[config.mk]
export PLATFORM = sky130hd
export DESIGN_NAME = idma_init_read_gen
export DESIGN_NICKNAME = d
export VERILOG_FILES = /design/src/rtl/idma_init_read_gen.sv
export SDC_FILE = /design/constraint.sdc
export NUM_CORES = 1
export LEC_CHECK = 0
export CAP_MARGIN = 20
export CORE_MARGIN = 2
export CORE_UTILIZATION = 52
export CTS_CLUSTER_DIAMETER = 50
export DETAILED_ROUTE_END_ITERATION = 10
export PLACE_DENSITY = 0.95
export SYNTH_ARGS = -nofsm -noshare
export SYNTH_HDL_FRONTEND = slang
export SYNTH_SLANG_ARGS = --single-unit
[constraint.sdc]
create_clock -name clk_i -period 11.4 [get_ports clk_i]
set_clock_uncertainty 0.05 [all_clocks]
set_input_delay 1.71 -clock clk_i [delete_from_list [all_inputs] [get_ports clk_i]]
set_output_delay 1.71 -clock clk_i [all_outputs]
set_load 0.005 [all_outputs]
[src/rtl/idma_init_read_gen.sv]
// iDMA INIT read task: generates zero/const/incrementing/LFSR beat data internally.
// Optional macro IDMA_INIT_READ_LFSR_EN enables the LFSR pattern; otherwise mode 3 returns zeros with SLVERR.
module idma_init_read_gen #(
  parameter  int unsigned StrbWidth   = 16,
  parameter  int unsigned LenWidth    = 16,
  parameter  int unsigned SeedWidth   = 32,
  localparam int unsigned OffsetWidth = $clog2(StrbWidth)
) (
  input  logic                     clk_i,
  input  logic                     rst_i,
  input  logic [1:0]               read_meta_mode_i,
  input  logic [SeedWidth-1:0]     read_meta_seed_i,
  input  logic [LenWidth-1:0]      read_meta_beats_i,
  input  logic                     read_meta_valid_i,
  output logic                     read_meta_ready_o,
  input  logic [OffsetWidth-1:0]   r_dp_offset_i,
  input  logic [OffsetWidth-1:0]   r_dp_tailer_i,
  input  logic [OffsetWidth-1:0]   r_dp_shift_i,
  input  logic                     r_dp_valid_i,
  output logic                     r_dp_ready_o,
  output logic [1:0]               r_dp_resp_o,
  output logic                     r_dp_first_o,
  output logic                     r_dp_last_o,
  output logic                     r_dp_valid_o,
  input  logic                     r_dp_ready_i,
  output logic [8*StrbWidth-1:0]   buffer_in_o,
  output logic [StrbWidth-1:0]     buffer_in_valid_o,
  input  logic [StrbWidth-1:0]     buffer_in_ready_i,
  output logic                     busy_o
);

  typedef enum logic [1:0] {
    MODE_ZERO  = 2'd0,
    MODE_CONST = 2'd1,
    MODE_INCR  = 2'd2,
    MODE_LFSR  = 2'd3
  } mode_e;

  typedef enum logic {
    IDLE = 1'b0,
    GEN  = 1'b1
  } state_e;

  state_e               state_q, state_d;
  mode_e                mode_q;
  logic [7:0]           const_q;
  logic [7:0]           base_q;
  logic [LenWidth-1:0]  beats_q;
  logic [LenWidth-1:0]  count_q;
  logic [SeedWidth-1:0] lfsr_word;

  logic [StrbWidth-1:0]   head_mask, tail_mask, lin_mask, mask;
  logic [2*StrbWidth-1:0] rot_mask;
  logic [8*StrbWidth-1:0] beat_data;
  logic                   in_ready, fire, last_beat, meta_ready, meta_load;

  // Byte-enable mask of the beat in buffer lane order.
  // NOTE: every always_comb output gets a default before any condition so no latch is inferred.
  always_comb begin
    head_mask = {StrbWidth{1'b1}} << r_dp_offset_i;
    tail_mask = {StrbWidth{1'b1}};
    if (r_dp_tailer_i != '0) begin
      tail_mask = {StrbWidth{1'b1}} >> (StrbWidth - 32'(r_dp_tailer_i));
    end
    lin_mask = head_mask & tail_mask;
    rot_mask = {lin_mask, lin_mask} >> r_dp_shift_i;
    mask     = rot_mask[StrbWidth-1:0];
  end

  // All-or-nothing push: every enabled lane must be ready at once.
  assign in_ready   = &(buffer_in_ready_i | ~mask);
  assign fire       = (state_q == GEN) & ~rst_i & r_dp_valid_i & r_dp_ready_i & in_ready;
  assign last_beat  = (count_q == beats_q);
  assign meta_ready = ~rst_i & ((state_q == IDLE) | (fire & last_beat));
  assign meta_load  = meta_ready & read_meta_valid_i;

  always_comb begin
    state_d = state_q;
    case (state_q)
      IDLE:    if (meta_load) state_d = GEN;
      GEN:     if (fire && last_beat && !meta_load) state_d = IDLE;
      default: state_d = IDLE;
    endcase
  end

  // NOTE: sequential state uses non-blocking assignments so all registers update from pre-edge values.
  always_ff @(posedge clk_i) begin
    if (rst_i) begin
      state_q <= IDLE;
    end else begin
      state_q <= state_d;
    end
  end

  always_ff @(posedge clk_i) begin
    if (rst_i) begin
      mode_q  <= MODE_ZERO;
      const_q <= '0;
      base_q  <= '0;
      beats_q <= '0;
      count_q <= '0;
    end else if (meta_load) begin
      mode_q  <= mode_e'(read_meta_mode_i);
      const_q <= read_meta_seed_i[7:0];
      base_q  <= read_meta_seed_i[7:0];
      beats_q <= read_meta_beats_i;
      count_q <= '0;
    end else if (fire) begin
      count_q <= count_q + LenWidth'(1);
      base_q  <= base_q + 8'(StrbWidth);
    end
  end

`ifdef IDMA_INIT_READ_LFSR_EN
  localparam logic [SeedWidth-1:0] LfsrPoly = SeedWidth'(32'h8020_0003);

  logic [SeedWidth-1:0] lfsr_q;

  // A zero seed would lock the LFSR, so it is replaced by 1.
  always_ff @(posedge clk_i) begin
    if (rst_i) begin
      lfsr_q <= '0;
    end else if (meta_load) begin
      lfsr_q <= (read_meta_seed_i == '0) ? SeedWidth'(1) : read_meta_seed_i;
    end else if (fire) begin
      lfsr_q <= lfsr_q[0] ? ((lfsr_q >> 1) ^ LfsrPoly) : (lfsr_q >> 1);
    end
  end

  assign lfsr_word   = lfsr_q;
  assign r_dp_resp_o = 2'b00;
`else
  logic [SeedWidth-9:0] unused_seed_hi;

  assign unused_seed_hi = read_meta_seed_i[SeedWidth-1:8];
  assign lfsr_word      = '0;
  assign r_dp_resp_o    = ((state_q == GEN) && (mode_q == MODE_LFSR)) ? 2'b10 : 2'b00;
`endif

  always_comb begin
    beat_data = '0;
    for (int i = 0; i < StrbWidth; i++) begin
      case (mode_q)
        MODE_CONST: beat_data[8*i +: 8] = const_q;
        MODE_INCR:  beat_data[8*i +: 8] = base_q + 8'(i);
        MODE_LFSR:  beat_data[8*i +: 8] = lfsr_word[8*(i%4) +: 8];
        default:    beat_data[8*i +: 8] = 8'h00;
      endcase
    end
  end

  assign read_meta_ready_o = meta_ready;
  assign r_dp_ready_o      = fire;
  assign r_dp_valid_o      = fire;
  assign r_dp_first_o      = (count_q == '0);
  assign r_dp_last_o       = last_beat;
  assign buffer_in_o       = beat_data;
  assign buffer_in_valid_o = fire ? mask : '0;
  assign busy_o            = ~rst_i & (state_q == GEN);

endmodule
* Yosys cells after proc, flatten, opt, wreduce, memory -nomap -nowiden
Cells that the tools add are included.
** Storage, ports and cells
- Bits in registers :: 51
- Bits in latches :: 0
- Memory bits (writable) :: 0
- Memory bits (read-only) :: 0
- Input bits :: 83
- Word-level logic and storage cells :: 77
- Memories kept :: 0
** Operators by class
- $add $sub $neg :: 18
- Multipliers :: 0
- Div/mod/pow operators :: 0
- Order comparisons :: 0
- Equal/unequal tests :: 4
- Shifts and indexed selects :: 3
- Muxes and demuxes :: 24
- Bitwise operators :: 13
- Reduce and logical (&&, ||, !) cells :: 9
** Operators by type and width (number)
- case mux 8 bit (2 select lines) :: 16
- adder 8 x 4 -> 8 bit (second input constant) :: 8
- adder 8 x 3 -> 8 bit (second input constant) :: 4
- 2-to-1 mux 16 bit :: 2
- >> shifter 16 x 32 -> 16 bit (first input constant) :: 1
- >> shifter 32 x 4 -> 16 bit :: 1
- adder 16 x 1 -> 16 bit (second input constant) :: 1
- adder 8 x 2 -> 8 bit (second input constant) :: 2
- bitwise AND 16 bit :: 1
- == test 16 bit :: 1
- zero test 16 bit :: 1
- 2-to-1 mux 8 bit :: 2
- NOT 16 bit :: 1
- OR 16 bit :: 1
- AND reduction 16 bit :: 1
- << shifter 16 x 4 -> 16 bit (first input constant) :: 1
- adder 8 x 1 -> 8 bit (second input constant) :: 1
- adder 8 x 5 -> 8 bit (second input constant) :: 1
- bitwise AND 1 bit :: 7
- subtractor 5 x 4 -> 6 bit (first input constant) :: 1
- == test 2 bit (second input constant) :: 2
- nonzero test 4 bit :: 1
- logical AND 1 bit :: 3
- == test 2 x 1 -> 1 bit (second input constant) :: 1
- other kinds (8) :: 10

* Longest topological paths before layout
Gate-level depths: netlist (run 1).
- Depth in word-level cells :: 17
- Mapped depth :: 17

* Worst setup path after synthesis (run 1)
Ideal clock, no wire load.
- Kind :: input to output
- Start point :: in r_dp_tailer_i[1]
- End point :: out buffer_in_valid_o[1]
- Data arrival time :: 4587 ps
- Data required time :: 9640 ps
- Slack :: 5053 ps
- Stages :: 15
- Path buffers :: 4
- Path through :: inv_1 > ha_1 > buf_2 > and4b_1 > a31o_1 > a32oi_4 > o41ai_1 > or4_1 > nor4_1 > and4_1 > buf_4 > nand3_2 > buf_2 > buf_2 > a221oi_1
** On the way
- Cells in the longest elaborated chain, start to end :: 10
- Elaborated cells on any way between the ends :: 11
- Classes of those cells :: 1 x add/sub; 2 x shift; 2 x mux; 4 x bitwise; 2 x reduce/logical
** RTL lines
- start, declared :: RTL line 17 : input logic [OffsetWidth-1:0] r_dp_tailer_i,
- subtractor 5 x 4 -> 6 bit :: RTL line 63 : tail_mask = {StrbWidth{1'b1}} >> (StrbWidth - 32'(r_dp_tailer_i));
- >> shifter 16 x 32 -> 16 bit :: RTL line 63
- 2-to-1 mux 16 bit * :: RTL line 62 : if (r_dp_tailer_i != '0) begin
- bitwise AND 16 bit * :: RTL line 65 : lin_mask = head_mask & tail_mask;
- >> shifter 32 x 4 -> 16 bit * :: RTL line 66 : rot_mask = {lin_mask, lin_mask} >> r_dp_shift_i;
- NOT 16 bit :: RTL line 71 : assign in_ready = &(buffer_in_ready_i | ~mask);
- OR 16 bit :: RTL line 71
- AND reduction 16 bit :: RTL line 71
- bitwise AND 1 bit :: RTL line 72 : assign fire = (state_q == GEN) & ~rst_i & r_dp_valid_i & r_dp_ready_i & in_ready;
- 2-to-1 mux 16 bit * :: RTL line 158 : assign buffer_in_valid_o = fire ? mask : '0;
- end, declared :: RTL line 27 : output logic [StrbWidth-1:0] buffer_in_valid_o,
Every way passes the cells marked *; elsewhere a longest branch is shown, timed or not.

* Worst setup path after layout (run 1)
- Start point :: in r_dp_tailer_i[0]
- End point :: out read_meta_ready_o
** On the way
- Cells in the longest elaborated chain, start to end :: 12
- Elaborated cells on any way between the ends :: 13
- Classes of those cells :: 1 x add/sub; 2 x shift; 1 x mux; 7 x bitwise; 2 x reduce/logical
** RTL lines
- subtractor 5 x 4 -> 6 bit :: RTL line 63
- >> shifter 16 x 32 -> 16 bit :: RTL line 63
- 2-to-1 mux 16 bit * :: RTL line 62
- bitwise AND 16 bit * :: RTL line 65
- >> shifter 32 x 4 -> 16 bit * :: RTL line 66
- NOT 16 bit * :: RTL line 71
- OR 16 bit * :: RTL line 71
- AND reduction 16 bit * :: RTL line 71
- bitwise AND 1 bit * :: RTL line 72
- bitwise AND 1 bit * :: RTL line 74 : assign meta_ready = ~rst_i & ((state_q == IDLE) | (fire & last_beat));
- OR 1 bit * :: RTL line 74
- bitwise AND 1 bit * :: RTL line 74
- end, declared :: RTL line 15 : output logic read_meta_ready_o,
Marked as above.

==> impl_results.md, run 1 <==
- Status: completed
- Clk buf depth: 2
- Total leakage power: 0.00307 uW
- Worst r2r dst: count_q[13]
- Core Region: 0.0133 sq mm
- Worst-Margin Slew: 1060 ps
- Post-synth EDFFs: 0
- Multiplexer area fraction after synthesis: 8.63%
- Min-Delay Path Depth: 2
- CP endpoint kind: output port
- Final Setup Violations: 0
- Hold buffers post-CTS: 0
- Number of port buffers: 209
- TritonCTS buffer count: 5
- Setup slack at placement: 2530 ps
- CP startpoint: r_dp_tailer_i[0]
- F_max: 111 MHz
- Synthesized flop and latch total: 51
- Met1 Use GR: 41.5%
- Slew Limit Fails: 0
- Simple-gate share of the synthesized area: 25.7%
- Synth Area in Adders: 4.06%
- Startpoint Class: input port
- Design area: 0.00901 sq mm
- Net Count, Synth: 1154
- Slew HR: 29.1%
- Top Ports: 235
- Post-DP HPWL: 17600 microns
- Setup ws final: 2390 ps
- Data required, critical path: 9640 ps
- Starting Density: 53.3%
- Dominant combinational cell family by area after synthesis: compound AO/OA/AOI/OAI gates
- Top_reg_cell synth: dfxtp_1
- Row count: 42
- Via count: 8352
- Syn Inst Count: 1048
- Root buf cell: clkbuf_16
- VDD IR max: 60.3 uV
- WL/cell: 18.1 microns
- Worst Setup Path Type: in2out
- Post CTS Setup Buffer Count: 0
- Remaining Overflow, GRT: 0
- Syn avg cell area: 6.77 sq um
- Maximum fanout along the worst path: 32
- Latest clock arrival within the worst-skew pair: 300 ps
- Cell Area, Placed: 0.00884 sq mm
- Vias in the first global route: 7208
- Pin count of the biggest net entering global routing: 95
- Worst R2R Setup Slack: 7560 ps
- Via density: 6.30
- Share of the clock period used by the worst path after layout: 79.0%
- GPL Wtd Cong: 0.972
- Worst R2R Path Depth: 9
- Post-synthesis sequential area ratio: 14.4%
- Nets: 1255
- CTS Sinks: 51
- # H-tree levels: 2
- Fraction of layout cells with a size suffix above 1: 4.09%
- Area growth from synthesis to layout: 27.1%
- Compound-gate portion of the synthesized area: 26.4%
- RSZ-0062 raised after global routing: no
- GR peak layer: met2
- Post-synth design cell area: 0.00709 sq mm
- WP data arrival: 7250 ps
- Diode count: 0
- P per Cell Area: 69.2 mW/mm^2
- XOR/XNOR share of the synthesized area: 10.1%
- Hold wc startpoint: const_q[2]
- Worst Hold End: const_q[2]
- Chip height: 121 microns
- CTS tree: yes
- Die W: 121 microns
- Post-CTS Resized: 0
- Fillcell total: 1075
- Synth warn: 0
- Starting DRT DRC Count: 1195
- M3 GR Usage: 4.15%
- Hold Crit Class: reg2reg
- Die ar.: 0.0146 sq mm
- Met2 usage: 52.8%
- All-Layer GR Usage: 31.4%
- Min cycle time layout: 9010 ps
- Initial antenna violation count: 0
- Distinct cell type count after synthesis: 80
- Async SR Flop Fraction: 0%
- Worst-path clk slew: 70 ps
- Setup_tns: 0 ps
- Max-cap viol count: 0
- TritonRoute pass-1 iters: 6
- DRT Wirelength: 23900 microns
- Number of remaining DRC errors: 0
- First-pass GRT wire length: 37700 microns
- FF-to-FF Start: state_q
- Fin. Hold Viols: 0
- Final ANT Viol Nets: 0
[worst max path at each step]
stage | endpoint | slack, ps | cells after the start
detailed placement | read_meta_ready_o | 2530 | 14
global placement | read_meta_ready_o | 2640 | 14
global route | read_meta_ready_o | 1860 | 14
floorplan | buffer_in_valid_o[1] | 5050 | 15
CTS | read_meta_ready_o | 2490 | 14
finish | read_meta_ready_o | 2390 | 14
[worst max-delay path, cell delays in order]
cell	delay, ps
clkdlybuf4s50_1	620
inv_1	100
ha_1	470
o21bai_1	390
o211ai_1	550
nor3_1	220
nor3_1	520
o32ai_1	180
nor4_1	190
and4_1	500
nand3_2	610
o21ai_0	440
nor2b_1	190
clkdlybuf4s50_1	550
[sequential cells by signal, summed over array words and instances, names as in the netlist]
signal / flops
base_q: 8
const_q: 8
mode_q: 2
beats_q: 16
state_q: 1
count_q: 16
[layout by cell type (no fill, tap or decap), types with 18 or more instances in the layout]
cell type,count
nand2_1,148
dfxtp_1,51
mux2i_1,42
xor2_1,21
ha_1,22
clkdlybuf4s50_1,209
o21ai_0,45
nor3_1,18
inv_1,30
nor2_1,108
a21oi_1,119
xnor2_1,61
[synth_stat cells (4+ instances only)]
| cell | n | share of area [%] |
|---|---|---|
| a21o_1 | 4 | 0.42 |
| nor2_1 | 108 | 5.7 |
| ha_1 | 23 | 4.1 |
| a221oi_1 | 6 | 0.74 |
| o32ai_1 | 6 | 0.74 |
| a21oi_1 | 119 | 8.4 |
| inv_1 | 30 | 1.6 |
| dfxtp_1 | 51 | 14 |
| o211ai_1 | 10 | 1.1 |
| nor4_1 | 5 | 0.44 |
| nor2b_1 | 17 | 1.5 |
| or4_1 | 7 | 0.74 |
| a31oi_1 | 15 | 1.3 |
| mux4_2 | 4 | 1.3 |
| o221ai_1 | 5 | 0.62 |
| nand3_1 | 16 | 1.1 |
| buf_4 | 38 | 4.0 |
| o21ai_0 | 45 | 3.2 |
| mux2_2 | 9 | 1.4 |
| o31ai_1 | 10 | 1.1 |
| clkbuf_1 | 59 | 3.1 |
| buf_1 | 13 | 0.69 |
| xor2_1 | 21 | 2.6 |
| nand4_1 | 15 | 1.3 |
| and3_1 | 9 | 0.79 |
| a211oi_1 | 12 | 1.3 |
| or3_1 | 10 | 0.88 |
| o22ai_1 | 4 | 0.35 |
| nand2_1 | 148 | 7.8 |
| mux2i_1 | 42 | 5.9 |
| xnor2_1 | 61 | 7.5 |
| and2_1 | 5 | 0.44 |
| nand2b_1 | 16 | 1.4 |
| nor3_1 | 18 | 1.3 |
| buf_2 | 11 | 0.78 |
[routing by layer]
metal	vias up	part of all wire, %
li1	3882	-
met1	3857	39
met2	544	48
met3	69	9.4
met4	0	3.5
met5	-	0
[kinds of logic after synthesis]
logic type,count (synthesis)
simple gates,390
compound gates,290
buf+inv,156
xor+xnor,82
mux,55
flops,51
fa+ha+maj,23
other cells,1
[per-stage QoR]
step | total power [uW] | std cells | hold WS (ps) | util, %
after floorplan | 365 | 1048 | 410 | -
after global placement | 437 | 1318 | 422 | 66.5
after detailed placement | 441 | 1318 | 431 | 66.5
after CTS | 616 | 1326 | 450 | 67.8
after global routing | 651 | 1326 | 496 | 67.8
final | 624 | 1326 | 449 | 67.8
[final cells by class]
class                           instances  area [sq um]  share of cell area, %
Multi-Input combinational cell        841          5320                   59.0
Timing Repair Buffer                  218          2160                   24.0
Sequential cell                        51          1020                   11.3
Tap cell                              176           220                   2.44
Clock buffer                            6           139                   1.54
Inverter                               32           120                   1.33
Clock inverter                          2          38.8                  0.430
[where the power goes]
part	internal (uW)	switching [uW]	leakage, uW
Combinational	101	143	0.00256
Clock	110	68.5	0.0000875
Sequential	186	14.4	0.000417
Power figures use the tool's default switching activity.
==> run 2: changes to the inputs <==
- CORE_UTILIZATION: 52 -> 48
- PLACE_DENSITY: 0.95 -> 0.89
- clock period: 11.4 -> 8.9 ns (I/O delays scaled with it)
==> impl_results.md, run 2 (same netlist as run 1, synthesis figures left out) <==
- # H-tree levels: 2 (unchanged)
- Fraction of layout cells with a size suffix above 1: 4.34% (+0.25 points)
- Final Setup Violations: 0 (unchanged)
- Min cycle time layout: 8070 ps
- Multi-input logic area: 0.00532 sq mm (unchanged)
- Chip height: 126 microns (+3.9%)
- Startpoint Class: input port
- Maximum fanout along the worst path: 21 (-34%)
- Most frequent cells in the layout: 209 x clkdlybuf4s50_1, 148 x nand2_1, 119 x a21oi_1
- Switching Share: 37.3% (+1.0 points)
- Pin count of the biggest net entering global routing: 95 (unchanged)
- Hold Crit Class: reg2reg
- DRT Wirelength: 23400 microns (-2.1%)
- Diode count: 0 (unchanged)
- Die ar.: 0.0158 sq mm (+8.1%)
- Core Region: 0.0145 sq mm (+8.9%)
- TritonRoute pass-1 iters: 6 (unchanged)
- Fillcell total: 1262 (+17%)
- Most common cell after layout, fill and taps aside: clkdlybuf4s50_1
- CTS Sinks: 51 (unchanged)
- Sequential cell area: 0.00102 sq mm (unchanged)
- CTS tree: yes
- Worst-Margin Slew: 1040 ps (-23.6 ps)
- Status: completed
- Total leakage power: 0.00307 uW (about the same)
- Post CTS Setup Buffer Count: 0 (unchanged)
- Die W: 126 microns (+3.9%)
- Root buf cell: clkbuf_16
- VDD IR max: 74.1 uV (+23%)
- Worst-path clk slew: 60 ps (about the same)
- Clock power frac: 25.8% (-2.9 points)
- Share of power burned in combinational logic: 40.8% (+1.6 points)
- All-Layer GR Usage: 28.3% (-3.2 points)
- Starting Density: 49.0% (-4.4 points)
- Final ANT Viol Nets: 0 (unchanged)
- P per Cell Area: 85.1 mW/mm^2 (+23%)
- Post-DP HPWL: 17400 microns (-1.1%)
- Design Power: 768 uW (+23%)
- Fin. Hold Viols: 0 (unchanged)
- Initial antenna violation count: 0 (unchanged)
- Area growth from synthesis to layout: 27.2%
- WP data arrival: 6690 ps (-560 ps)
- First-pass GRT wire length: 37600 microns (-0.31%)
- Post-CTS Resized: 0 (unchanged)
- Top Ports: 235 (unchanged)
- Setup_tns: 0 ps (unchanged)
- Sequential power share: 33.5% (+1.4 points)
- RSZ-0062 raised after global routing: no
- Share of the clock period used by the worst path after layout: 90.7%
- CP endpoint kind: output port
- Vias in the first global route: 7121 (-1.2%)
- Worst R2R Setup Slack: 5150 ps (-2410 ps)
- Number of port buffers: 209 (unchanged)
- Internal: 481 uW (+21%)
- GPL Wtd Cong: 1.01 (+4.0%)
- Number of remaining DRC errors: 0 (unchanged)
- Via density: 6.04 (-4.1%)
- Nets: 1258 (+0.24%)
- F_max: 124 MHz
- Latest clock arrival within the worst-skew pair: 290 ps (about the same)
- Starting DRT DRC Count: 961 (-20%)
- Via count: 8080 (-3.3%)
- WL/cell: 17.5 microns (-2.9%)
- Max-cap viol count: 0 (unchanged)
- Slew Limit Fails: 0 (unchanged)
- Hold buffers post-CTS: 0 (unchanged)
- Slew HR: 29.9% (+0.79 points)
- Row count: 44 (+4.8%)
- Worst Setup Path Type: in2out
- TritonCTS buffer count: 5 (unchanged)
- Clk buf depth: 2 (unchanged)
- Registers with the most flip-flops: beats_q (16), count_q (16)
- Data required, critical path: 7520 ps (-2120 ps)
- Remaining Overflow, GRT: 0 (unchanged)
- Psw: 286 uW (+27%)
[run 2: cell count changes in the layout (fill, tap and decap cells not counted), sizes merged]
cell      delta
clkinvlp     +1
bufinv       -1
clkinv       +1
inv          -1
buf          +3
[run 2: critical path, cell delays in order]
cell,delay [ps]
clkdlybuf4s50_1,600
inv_1,100
ha_1,470
o21bai_1,380
o211ai_1,580
nor2_1,240
a31o_2,260
or4_1,390
nor4_1,270
and4_1,510
nand3_2,400
buf_4,330
a221oi_1,250
clkdlybuf4s50_1,560
[run 2: power groups by stage]
stage / Clock [uW] / Combinational (uW) / Sequential [uW]
finish: 198 / 313 / 257
global route: 210 / 339 / 258
CTS: 201 / 307 / 256
detailed placement: 0 / 304 / 261
global placement: 0 / 302 / 261
floorplan: 0 / 218 / 249
[run 2: cell type report]
class	count	share of cell area [%]
flip-flops and latches	51	11.3
repair buffers	221	24.2
multi-input cells	841	58.9
well taps	184	2.55
clock buffers	6	1.54
clock inverters	2	0.180
inverters	32	1.33
[run 2: per-stage QoR]
step           instance area [sq um]  utilization, %  hold slack (ps)  worst slack, ps  std cells
6_report                        9020            62.3              453              826       1337
5_1_grt                         9020            62.3              481              571       1337
4_1_cts                         9020            62.3              454              910       1337
3_5_place_dp                    8870            61.3              435              943       1329
3_3_place_gp                    8870            61.3              422              940       1329
2_1_floorplan                   7090               -              410             3300       1048
[run 2: layer usage]
| metal | wire length, microns | vias up | global-route usage (%) |
|---|---|---|---|
| li1 | - | 3881 | - |
| met1 | 9620 | 3670 | 37.6 |
| met2 | 11000 | 469 | 47.7 |
| met3 | 2180 | 60 | 3.94 |
| met4 | 650 | 0 | 8.04 |
| met5 | 0 | - | 0 |
[run 2: worst paths after layout]
path / from / to / cells after the start
worst max register to register: state_q / beats_q[7] / 9
worst max-delay path: r_dp_tailer_i[0] / buffer_in_valid_o[1] / 14
worst min register to register: const_q[2] / const_q[2] / 2
worst min-delay path: const_q[2] / const_q[2] / 2
